==> config.mk <==
export PLATFORM = sky130hd
export DESIGN_NAME = ex_div
export DESIGN_NICKNAME = d
export VERILOG_FILES = /design/src/rtl/ex_div_pkg.sv /design/src/rtl/ex_div.sv
export SDC_FILE = /design/constraint.sdc
export NUM_CORES = 1
export LEC_CHECK = 0
export ABC_AREA = 1
export ABC_CLOCK_PERIOD_IN_PS = 4850
export CORE_ASPECT_RATIO = 0.5
export CORE_MARGIN = 10
export CORE_UTILIZATION = 35
export DETAILED_ROUTE_END_ITERATION = 7
export GPL_TIMING_DRIVEN = 0
export PLACE_DENSITY = 0.51
export SYNTH_ARGS = -nofsm -noshare
export SYNTH_HDL_FRONTEND = slang
export SYNTH_SLANG_ARGS = --single-unit
==> constraint.sdc <==
create_clock -name clk -period 4.85 [get_ports clk]
set_input_delay 1.2125 -clock clk [delete_from_list [all_inputs] [get_ports clk]]
set_output_delay 1.2125 -clock clk [all_outputs]
set_load 0.005 [all_outputs]
==> src/rtl/ex_div_pkg.sv <==
// ex_div_pkg: shared encodings and control constants for the EX-stage divider.
package ex_div_pkg;
  typedef enum logic [1:0] {DivFree, DivByZero, DivOn, DivEnd} div_state_e;
  localparam logic RstEnable = 1'b1;
  localparam logic DivStart = 1'b1;
  localparam logic DivStop = 1'b0;
  localparam logic DivResultReady = 1'b1;
  localparam logic DivResultNotReady = 1'b0;
  localparam logic [31:0] ZeroWord = 32'h0000_0000;
endpackage

==> src/rtl/ex_div.sv <==
// ex_div: multi-cycle radix-2 restoring divider (DIV/DIVU) producing remainder and quotient.
module ex_div
  import ex_div_pkg::*;
#(
  parameter int WIDTH = 32,
  parameter int CNT_W = 6
) (
  input  logic             clk,
  input  logic             rst,
  input  logic             start,
  input  logic             signed_div,
  input  logic [WIDTH-1:0] opdata1,
  input  logic [WIDTH-1:0] opdata2,
  input  logic             annul,
  output logic             busy,
  output logic             ready,
  output logic [WIDTH-1:0] result_hi,
  output logic [WIDTH-1:0] result_lo
);
  function automatic logic [WIDTH-1:0] cneg(input logic [WIDTH-1:0] v, input logic n);
    return n ? -v : v;
  endfunction
  div_state_e state, state_n;
  logic [CNT_W-1:0] cnt, cnt_n;
  logic [2*WIDTH:0] wr, wr_n, step;
  logic [WIDTH:0] diff;
  logic [WIDTH-1:0] dvs, dvs_n, hi_n, lo_n;
  logic neg_q, neg_r, neg_q_n, neg_r_n, ready_n;
  assign busy = (state == DivOn) || (state == DivByZero);
  always_comb begin
    state_n = state;
    cnt_n = cnt;
    wr_n = wr;
    dvs_n = dvs;
    neg_q_n = neg_q;
    neg_r_n = neg_r;
    ready_n = ready;
    hi_n = result_hi;
    lo_n = result_lo;
    // upper WIDTH+1 bits hold the partial remainder with the next dividend bit
    diff = wr[2*WIDTH:WIDTH] - {1'b0, dvs};
    step = diff[WIDTH] ? {wr[2*WIDTH-1:0], 1'b0} : {diff[WIDTH-1:0], wr[WIDTH-1:0], 1'b1};
    unique case (state)
      DivFree: if (start == DivStart && !annul) begin
        if (opdata2 == '0) state_n = DivByZero;
        else begin
          state_n = DivOn;
          cnt_n = '0;
          wr_n = {{WIDTH{1'b0}}, cneg(opdata1, signed_div & opdata1[WIDTH-1]), 1'b0};
          dvs_n = cneg(opdata2, signed_div & opdata2[WIDTH-1]);
          neg_q_n = signed_div & (opdata1[WIDTH-1] ^ opdata2[WIDTH-1]);
          neg_r_n = signed_div & opdata1[WIDTH-1];
        end
      end
      DivByZero: begin
        state_n = annul ? DivFree : DivEnd;
        ready_n = annul ? DivResultNotReady : DivResultReady;
        hi_n = '0;
        lo_n = '0;
      end
      DivOn: if (annul) begin
        state_n = DivFree;
        ready_n = DivResultNotReady;
        hi_n = '0;
        lo_n = '0;
      end else begin
        wr_n = step;
        cnt_n = cnt + 1'b1;
        if (cnt == CNT_W'(WIDTH - 1)) begin
          state_n = DivEnd;
          ready_n = DivResultReady;
          lo_n = cneg(step[WIDTH-1:0], neg_q);
          hi_n = cneg(step[2*WIDTH:WIDTH+1], neg_r);
        end
      end
      DivEnd: if (annul || start == DivStop) begin
        state_n = DivFree;
        ready_n = DivResultNotReady;
        hi_n = '0;
        lo_n = '0;
      end
      default: state_n = DivFree;
    endcase
  end
  always_ff @(posedge clk) begin
    if (rst == RstEnable) begin
      state <= DivFree;
      cnt <= '0;
      wr <= '0;
      dvs <= '0;
      neg_q <= 1'b0;
      neg_r <= 1'b0;
      ready <= DivResultNotReady;
      result_hi <= '0;
      result_lo <= '0;
    end else begin
      state <= state_n;
      cnt <= cnt_n;
      wr <= wr_n;
      dvs <= dvs_n;
      neg_q <= neg_q_n;
      neg_r <= neg_r_n;
      ready <= ready_n;
      result_hi <= hi_n;
      result_lo <= lo_n;
    end
  end
endmodule

==> impl_metrics.yaml, run 1 <==
power_and_ir_drop:
  switching_share_pct: 50.70
  leakage_nw: 7.091
  clkPwrFrac_pct: 18.8
  power.density_nw_per_um2: 485.9
  p_int_mw: 3.660
  power_frac_comb_pct: 57.3
  p_sw_mw: 3.763
  design_power_total_mw: 7.423
  vdd_drop_max_v: 0.0002223
  power_frac_seq_pct: 23.9
floorplan:
  dieArea_um2: 44800
  core_um2: 35870
  rows: 49
  dieWidth_um: 289.5
  start_util_pct: 35.44
  io_pins: 135
  die_h_um: 154.7
clocking:
  cts_hold_buf: 0
  tritoncts: "done"
  clockBufferDepth: 2
  worst_skew_pair.late_latency_ns: 0.46
  root_buffer: "clkbuf_16"
  clkSlewWorstSetupHoldPaths_ns: 0.07
  h-tree-depth: 4
  numClockSinks: 172
  cts_buffers: 17
synth:
  yosys_most_used_dff: "dfxtp_1"
  synth_seq_area_share_pct: 27.09
  synth_edf_count: 0
  syn-cell-area_um2: 12710
  async_flop_share_pct: 0
  ys_types: 55
  syn-num-nets: 2189
  synth_top_cell_by_area: "dfxtp_1"
  synth_top_area_share_pct: 27.09
  ys_top_cells_by_area: "dfxtp_1 27%, nand2_1 18%, a21oi_1 8.2%"
  netlist_instances: 2079
  yosys_warnings: 0
  syn_avg_cell_area_um2: 6.113
  ys_seq_elements: 172
grt:
  grt_pass1_wl_um: 76120
  overflow: 0
  antenna_found_initial: 1
  grt_max_degree: 17
  grt_pass1_vias: 13160
  grt_use_total_pct: 21.77
setup_path:
  crit_family: "simple AND/OR/NAND/NOR gates"
  cp_slowest_stage_delay_ns: 0.42
  end_kind: "flip-flop"
  crit_path_top_delay_cell: "fa_1"
  crit_fanout: 6
  worstPathArrival_ns: 4.78
  crit_type: "reg -> reg"
  crit_top_cell: "nand2_1"
  critPathLaunchType: "flip-flop"
  worstPathRequired_ns: 5.24
  crit_buf_inv: 4
layout:
  drive_above_1_share_pct: 5.916
  n_fill_cell: 3948
  n_antenna_cell: 0
  nNetsFinal: 2345
  area.growth.synth_to_final_pct: 20.21
routing:
  vias: 13740
  via_per_inst: 5.030
  wl_um: 48980
  drt_iter0_markers: 996
  drt_pass1_iterations: 7
  drcViolationCount: 0
  routedWlPerCell_um: 17.93
  ant_nets: 0
sta:
  slew_headroom_pct: 47.50
  setup_viol: 0
  holdWs_ns: 0.4662
  rsz0062_at_grt: "no"
  tns_ns: 0
  maxSlewViolCount: 0
  fin_skew_ns: 0.01583
  min_period_ns: 4.393
  post-route-period-util_pct: 90.58
  max_freq_mhz: 227.6
  worstMarginPinSlew_ns: 0.7875
  hold_viol: 0
job:
  cap_violations: 0
run_status:
  run_status: "finished, final reports clean"
placed_design:
  hpwl_um: 40310
  place_congestion: 0.8976
  port_buffers: 133
min_path:
  hp-class: "reg -> reg"
-- path summary, 6_finish.rpt --
check / startpoint / end / slack, ns / cells past startpoint
worst min register to register: result_lo[30] / result_lo[30] / 0.47 / 2
worst min-delay path: result_lo[30] / result_lo[30] / 0.47 / 2
worst max-delay path: wr[32] / result_lo[30] / 0.46 / 27
worst max register to register: wr[32] / result_lo[30] / 0.46 / 27
-- worst register-to-register path: cells and delay by family (launching register included) --
kind	cells	cell delay [ns]
AOI/OAI and AO/OA	6	0.92
and+or+nand+nor	14	2.01
DFF	1	0.32
buffers and inverters	4	0.34
adders and majority gates	3	0.73
-- power groups by stage --
stage	sequential [mW]	combinational, mW	clock (mW)
2_1_floorplan	1.73	2.95	0
3_3_place_gp	1.80	4.14	0
3_5_place_dp	1.80	4.13	0
4_1_cts	1.77	4.16	1.42
5_1_grt	1.80	4.76	1.48
6_report	1.78	4.25	1.40
-- synthesized netlist by cell type, drive strengths merged, types with 2 or more instances --
library cell	number
a211oi	12
a21o	3
a21oi	209
a221oi	2
a22oi	3
a31oi	8
and2	4
and3	2
buf	26
clkbuf	51
dfxtp	172
ha	40
inv	271
nand2	644
nand3	125
nand3b	11
nand4	25
nor2	191
nor3	26
nor4	8
o211ai	10
o21a	2
o21ai	132
o21bai	7
o22ai	5
o31ai	4
or2	3
xnor2	24
xor2	53
-- final cells by class --
type | count | area [um^2] | share of cell area, %
Buffer | 76 | 370.4 | 2.424
Clock buffer | 21 | 450.4 | 2.948
Clock inverter | 11 | 127.6 | 0.8353
Inverter | 272 | 1021 | 6.683
Multi-Input combinational cell | 1558 | 7891 | 51.65
Sequential cell | 172 | 3443 | 22.54
Tap cell | 484 | 605.6 | 3.964
Timing Repair Buffer | 138 | 1369 | 8.959
-- flip-flops by register name, summed over array words and instances, names as in the netlist --
register and flops:
ready 1, neg_r 1, state 2, cnt 6, dvs 32, result_hi 32, wr 65, neg_q 1
result_lo 32
-- what timing repair did --
action                                  4_1_cts  5_1_grt
endpoints found under the hold margin         0        0
buffers inserted                              0        5
gates resized for setup                       2        4
pin swaps                                     0        4
endpoints found under the setup margin        1        5
-- routing by layer --
| layer | track usage, % | share of wire, % |
|---|---|---|
| met1 | 30.74 | 49 |
| met2 | 33.60 | 43 |
| met3 | 3.891 | 5.4 |
| met4 | 5.230 | 1.9 |
| met5 | 0 | 0 |
-- cell families (layout without fill, tap and decap cells) --
kind of cell	count (synthesis)	in the layout	synth area share, %
and+or+nand+nor	1040	1040	35.34
AOI/OAI and AO/OA	400	400	17.16
buffers and inverters	349	518	11.01
DFF	172	172	27.09
xor gates and xnor gates	77	77	5.306
adders and majority gates	41	41	4.095
-- metrics by stage --
stage / util [%] / setup slack, ns / std cells / instance area [um^2]
2_1_floorplan: - / 1.028 / 2079 / 12710
3_3_place_gp: 40.84 / -0.1064 / 2696 / 14650
3_5_place_dp: 40.84 / -0.1028 / 2696 / 14650
4_1_cts: 42.46 / 0.09231 / 2728 / 15230
5_1_grt: 42.60 / 0.01051 / 2732 / 15280
6_report: 42.60 / 0.4568 / 2732 / 15280
-- placed cells by master (no fill, tap or decap), types with 10 or more instances in the layout --
cell type / netlist / routed
clkdlybuf4s50_1: 0 / 133
buf_2: 10 / 10
xor2_1: 53 / 53
nor2_1: 184 / 184
clkbuf_1: 51 / 54
dfxtp_1: 172 / 172
o21ai_0: 118 / 117
nor3_1: 23 / 22
a211oi_1: 12 / 12
xnor2_1: 24 / 24
ha_1: 40 / 40
nand3_1: 118 / 118
nand2_1: 604 / 604
clkbuf_16: 0 / 17
a21oi_1: 207 / 207
nand3b_1: 11 / 11
buf_4: 6 / 10
o211ai_1: 10 / 10
nand4_1: 25 / 25
nand2_2: 32 / 32
inv_1: 266 / 265
No activity file was read; power rests on OpenSTA's default activity.
==> run 2: changes to the inputs <==
--- a/config.mk
+++ b/config.mk
@@ -8,11 +8,11 @@
 export ABC_AREA = 1
 export ABC_CLOCK_PERIOD_IN_PS = 4850
 export CORE_ASPECT_RATIO = 0.5
-export CORE_MARGIN = 10
+export CORE_MARGIN = 2
 export CORE_UTILIZATION = 35
 export DETAILED_ROUTE_END_ITERATION = 7
 export GPL_TIMING_DRIVEN = 0
-export PLACE_DENSITY = 0.51
+export PLACE_DENSITY = 0.58
 export SYNTH_ARGS = -nofsm -noshare
 export SYNTH_HDL_FRONTEND = slang
 export SYNTH_SLANG_ARGS = --single-unit
==> impl_metrics.yaml, run 2 (synthesized netlist as in run 1, its figures left out) <==
layout:
  final_cell_mix: "604 x nand2_1, 266 x inv_1, 207 x a21oi_1"
  final_cells: 2730
  nNetsFinal: 2343
  drive_above_1_share_pct: 5.966
  final_cell_area_um2: 15280
  largest_register_ffs: 65
  n_antenna_cell: 0
  n_fill_cell: 3875
  area.growth.synth_to_final_pct: 20.21
  final_common_cell: "nand2_1"
  regMostFlops: "wr"
placed_design:
  place_congestion: 0.9329
  dp.cells: 2696
  port_buffers: 133
  dpl_cell_area_um2: 14650
  dpl_worst_slack_ns: 0.07810
  hpwl_um: 36480
grt:
  met3_usage_pct: 2.649
  grt_pass1_wl_um: 69630
  overflow: 0
  grt.met2_usage_pct: 37.08
  grt_max_degree: 20
  grt_use_total_pct: 23.55
  top_usage_layer: "met2"
  antenna_found_initial: 0
  grt_pass1_vias: 12640
  met1_usage_pct: 33.88
clocking:
  numClockSinks: 172
  cts_hold_buf: 0
  cts_buffers: 17
  clockBufferDepth: 2
  h-tree-depth: 4
  clkSlewWorstSetupHoldPaths_ns: 0.08
  tritoncts: "done"
  root_buffer: "clkbuf_16"
  worst_skew_pair.late_latency_ns: 0.46
setup_path:
  worstPathArrival_ns: 4.88
  critPathLaunchType: "flip-flop"
  crit_top_cell: "nand2_1"
  end_kind: "flip-flop"
  cp_slowest_stage_delay_ns: 0.41
  crit_buf_inv: 7
  crit_type: "reg -> reg"
  crit_fanout: 10
  crit_path_top_delay_cell: "fa_1"
  worstPathRequired_ns: 5.19
  crit_family: "simple AND/OR/NAND/NOR gates"
job:
  cap_violations: 0
floorplan:
  die_h_um: 138.7
  rows: 49
  core_um2: 35870
  start_util_pct: 35.44
  dieArea_um2: 37950
  dieWidth_um: 273.5
  io_pins: 135
run_status:
  run_status: "finished, final reports clean"
sta:
  hold_viol: 0
  holdWs_ns: 0.4656
  min_period_ns: 4.542
  worstMarginPinSlew_ns: 0.7821
  slew_headroom_pct: 47.86
  setup_ws_ns: 0.3076
  setup_viol: 0
  maxSlewViolCount: 0
  max_freq_mhz: 220.2
  fin_skew_ns: 0.01894
  post-route-period-util_pct: 93.66
power_and_ir_drop:
  power_frac_comb_pct: 57.0
  switching_share_pct: 50.97
  p_int_mw: 3.604
  vdd_drop_max_v: 0.0002810
  design_power_total_mw: 7.350
  power_frac_seq_pct: 24.0
  leakage_nw: 7.097
  p_sw_mw: 3.746
  clkPwrFrac_pct: 19.0
  power.density_nw_per_um2: 481.1
routing:
  routedWlPerCell_um: 16.38
  via_per_inst: 5.058
  ant_nets: 0
  drt_pass1_iterations: 8
  wl_um: 44710
  vias: 13810
  drt_iter0_markers: 1192
  drcViolationCount: 0
min_path:
  hp-class: "reg -> reg"
==> run 2: per-layer routing <==
metal / up-vias / routed length, um
li1: 7005 / -
met1: 6369 / 21810
met2: 389 / 19570
met3: 45 / 2488
met4: 0 / 846
met5: - / 0
==> run 2: final timing paths <==
kind | from | endpoint | slack (ns) | cells after the start
setup / recovery | wr[32] | result_lo[28] | 0.31 | 29
hold / removal | result_hi[19] | result_hi[19] | 0.47 | 2
hold reg to reg | result_hi[19] | result_hi[19] | 0.47 | 2
setup reg to reg | wr[32] | result_lo[28] | 0.31 | 29
==> run 2: layout make-up <==
| class | instances | area (um^2) | area share (%) |
|---|---|---|---|
| multi-input combinational | 1558 | 7881 | 51.58 |
| sequential | 172 | 3443 | 22.54 |
| timing repair buffer | 135 | 1346 | 8.812 |
| inverter | 272 | 1021 | 6.683 |
| tap | 484 | 605.6 | 3.964 |
| clock buffer | 17 | 425.4 | 2.784 |
| buffer | 77 | 377.9 | 2.473 |
| clock inverter | 15 | 177.7 | 1.163 |
==> run 2: what timing repair did <==
action,in CTS,in global routing
resized for setup,0,4
setup endpoints to repair,0,4
hold endpoints to repair,0,0
setup buffers,0,2
==> run 2: metrics by stage <==
stage | TNS (ns) | util (%)
finish | 0 | 42.60
global route | -0.006204 | 42.60
CTS | 0 | 42.52
detailed placement | 0 | 40.84
global placement | 0 | 40.84
floorplan | 0 | -
==> run 2: worst min-delay path: stages (launching register included) <==
cell,delay [ns]
dfxtp_1,0.31
nand2_1,0.06
a21oi_1,0.05
==> run 2: power by group through the flow <==
| stage | logic (mW) | registers [mW] | clock network [mW] |
|---|---|---|---|
| 6_report | 4.19 | 1.76 | 1.40 |
| 3_5_place_dp | 4.07 | 1.79 | 0 |
| 3_3_place_gp | 4.08 | 1.79 | 0 |
| 4_1_cts | 4.10 | 1.76 | 1.42 |
| 2_1_floorplan | 2.95 | 1.73 | 0 |
| 5_1_grt | 4.67 | 1.78 | 1.47 |
==> run 3: changes to the inputs <==
--- a/config.mk
+++ b/config.mk
@@ -11,8 +11,9 @@
 export CORE_MARGIN = 2
 export CORE_UTILIZATION = 35
 export DETAILED_ROUTE_END_ITERATION = 7
+export DONT_BUFFER_PORTS = 1
 export GPL_TIMING_DRIVEN = 0
-export PLACE_DENSITY = 0.58
+export PLACE_DENSITY = 0.53
 export SYNTH_ARGS = -nofsm -noshare
 export SYNTH_HDL_FRONTEND = slang
 export SYNTH_SLANG_ARGS = --single-unit
==> impl_metrics.yaml, run 3 (synthesized netlist as in run 1, its figures left out) <==
run_status:
  run_status: "finished, final reports clean"
floorplan:
  dieArea_um2: 37950
  core_um2: 35870
  dieWidth_um: 273.5
  die_h_um: 138.7
  rows: 49
  start_util_pct: 35.44
  io_pins: 135
grt:
  antenna_found_initial: 0
  grt_pass1_vias: 12090
  grt_use_total_pct: 23.51
  overflow: 0
  grt_pass1_wl_um: 68920
  grt_max_degree: 19
setup_path:
  rr_startpoint: "wr[32]"
  cp_slowest_stage_delay_ns: 0.41
  crit_top_cell: "nand2_1"
  worstPathRequired_ns: 5.24
  r2r-end: "result_lo[30]"
  crit_family: "simple AND/OR/NAND/NOR gates"
  crit_fanout: 6
  r2r_slack_ns: 0.40
  crit_path_top_delay_cell: "fa_1"
  crit_buf_inv: 4
  critPathLaunchType: "flip-flop"
  worstPathArrival_ns: 4.83
  end_kind: "flip-flop"
  reg2reg_depth: 27
  crit_type: "reg -> reg"
sta:
  holdWs_ns: 0.4823
  worstMarginPinSlew_ns: 0.9143
  slew_headroom_pct: 39.04
  min_period_ns: 4.446
  hold_viol: 0
  maxSlewViolCount: 0
  post-route-period-util_pct: 91.66
  setup_viol: 0
  max_freq_mhz: 224.9
  tns_ns: 0
  fin_skew_ns: 0.01183
  setup_ws_ns: 0.4043
power_and_ir_drop:
  vdd_drop_max_v: 0.0002990
  design_power_total_mw: 7.301
  power.density_nw_per_um2: 522.3
  leakage_nw: 6.626
placed_design:
  place_congestion: 0.9656
  port_buffers: 0
  dpl_cell_area_um2: 13320
  hpwl_um: 36420
  dpl_worst_slack_ns: -0.06212
layout:
  final_cell_area_um2: 13980
  n_fill_cell: 4006
  n_antenna_cell: 0
  largest_register_ffs: 65
  area.growth.synth_to_final_pct: 9.992
  nNetsFinal: 2212
  final_common_cell: "nand2_1"
  final_cell_mix: "604 x nand2_1, 266 x inv_1, 207 x a21oi_1"
  drive_above_1_share_pct: 6.383
  regMostFlops: "wr"
clocking:
  worst_skew_pair.late_latency_ns: 0.46
  numClockSinks: 172
  root_buffer: "clkbuf_16"
  clkSlewWorstSetupHoldPaths_ns: 0.08
  clockBufferDepth: 2
  cts_buffers: 17
  h-tree-depth: 4
  tritoncts: "done"
job:
  cap_violations: 0
min_path:
  hold_end: "cnt[4]"
  min_from: "cnt[4]"
  hp-class: "reg -> reg"
  holdPathStages: 2
routing:
  drt_iter0_markers: 1097
  ant_nets: 0
  wl_met2_um: 19960
  routedWlPerCell_um: 17.23
  vias: 13120
  wl_met3_um: 2201
  highest_layer: "met4"
  via_per_inst: 5.050
  drcViolationCount: 0
  drt_pass1_iterations: 5
  wl_um: 44770
  wl_met1_um: 22080
## run 3: cell types whose count changed in the layout (fill, tap and decap cells not counted), moves of 2 or more
cell	change
buf_4	+2
inv_8	+3
clkinv_8	-4
clkdlybuf4s50_1	-133
## run 3: metal layers
| layer | GRT usage (%) | vias to the layer above |
|---|---|---|
| li1 | - | 6751 |
| met1 | 33.36 | 6047 |
| met2 | 37.47 | 284 |
| met3 | 4.069 | 42 |
| met4 | 4.487 | 0 |
| met5 | 0 | - |
## run 3: timing repair
item / in CTS / in global routing
endpoints found under the setup margin: 1 / 5
gates resized for setup: 1 / 5
setup buffers: 0 / 5
hold buffers: 0 / 0
pin swaps: 0 / 4
## run 3: how the worst max path moves through the flow
stage	startpoint	endpoint	slack, ns	cells after the start
after detailed placement	wr[32]	result_lo[30]	-0.06	28
final	wr[32]	result_lo[30]	0.40	27
after CTS	wr[32]	result_lo[30]	0.05	28
after global routing	wr[32]	result_lo[28]	-0.004	28
after global placement	wr[32]	result_lo[30]	-0.05	28
after floorplan	wr[32]	result_lo[30]	1.03	28
## run 3: area by class of cell
type	instances	area (um^2)	area share, %
Tap cell	484	605.6	4.332
Buffer	76	370.4	2.649
Inverter	272	1021	7.303
Multi-Input combinational cell	1558	7893	56.46
Sequential cell	172	3443	24.63
Timing Repair Buffer	5	37.54	0.2685
Clock inverter	14	170.2	1.217
Clock buffer	18	439.2	3.141
## run 3: through the flow
stage / util, % / std cells
finish: 38.98 / 2599
global route: 38.98 / 2599
CTS: 38.82 / 2595
detailed placement: 37.13 / 2563
global placement: 37.13 / 2563
floorplan: - / 2079
## run 3: worst reg2reg max path, delay by kind of cell (launching register included)
family | cells | cell delay, ns
buffers and inverters | 4 | 0.31
DFF | 1 | 0.34
and+or+nand+nor | 14 | 2.12
adders and majority gates | 3 | 0.70
AOI/OAI and AO/OA | 6 | 0.93
## run 3: report_power, final
group	internal, mW	total (mW)	switching, mW
registers	1.59	1.77	0.177
clock network	0.753	1.44	0.684
logic	1.24	4.09	2.85
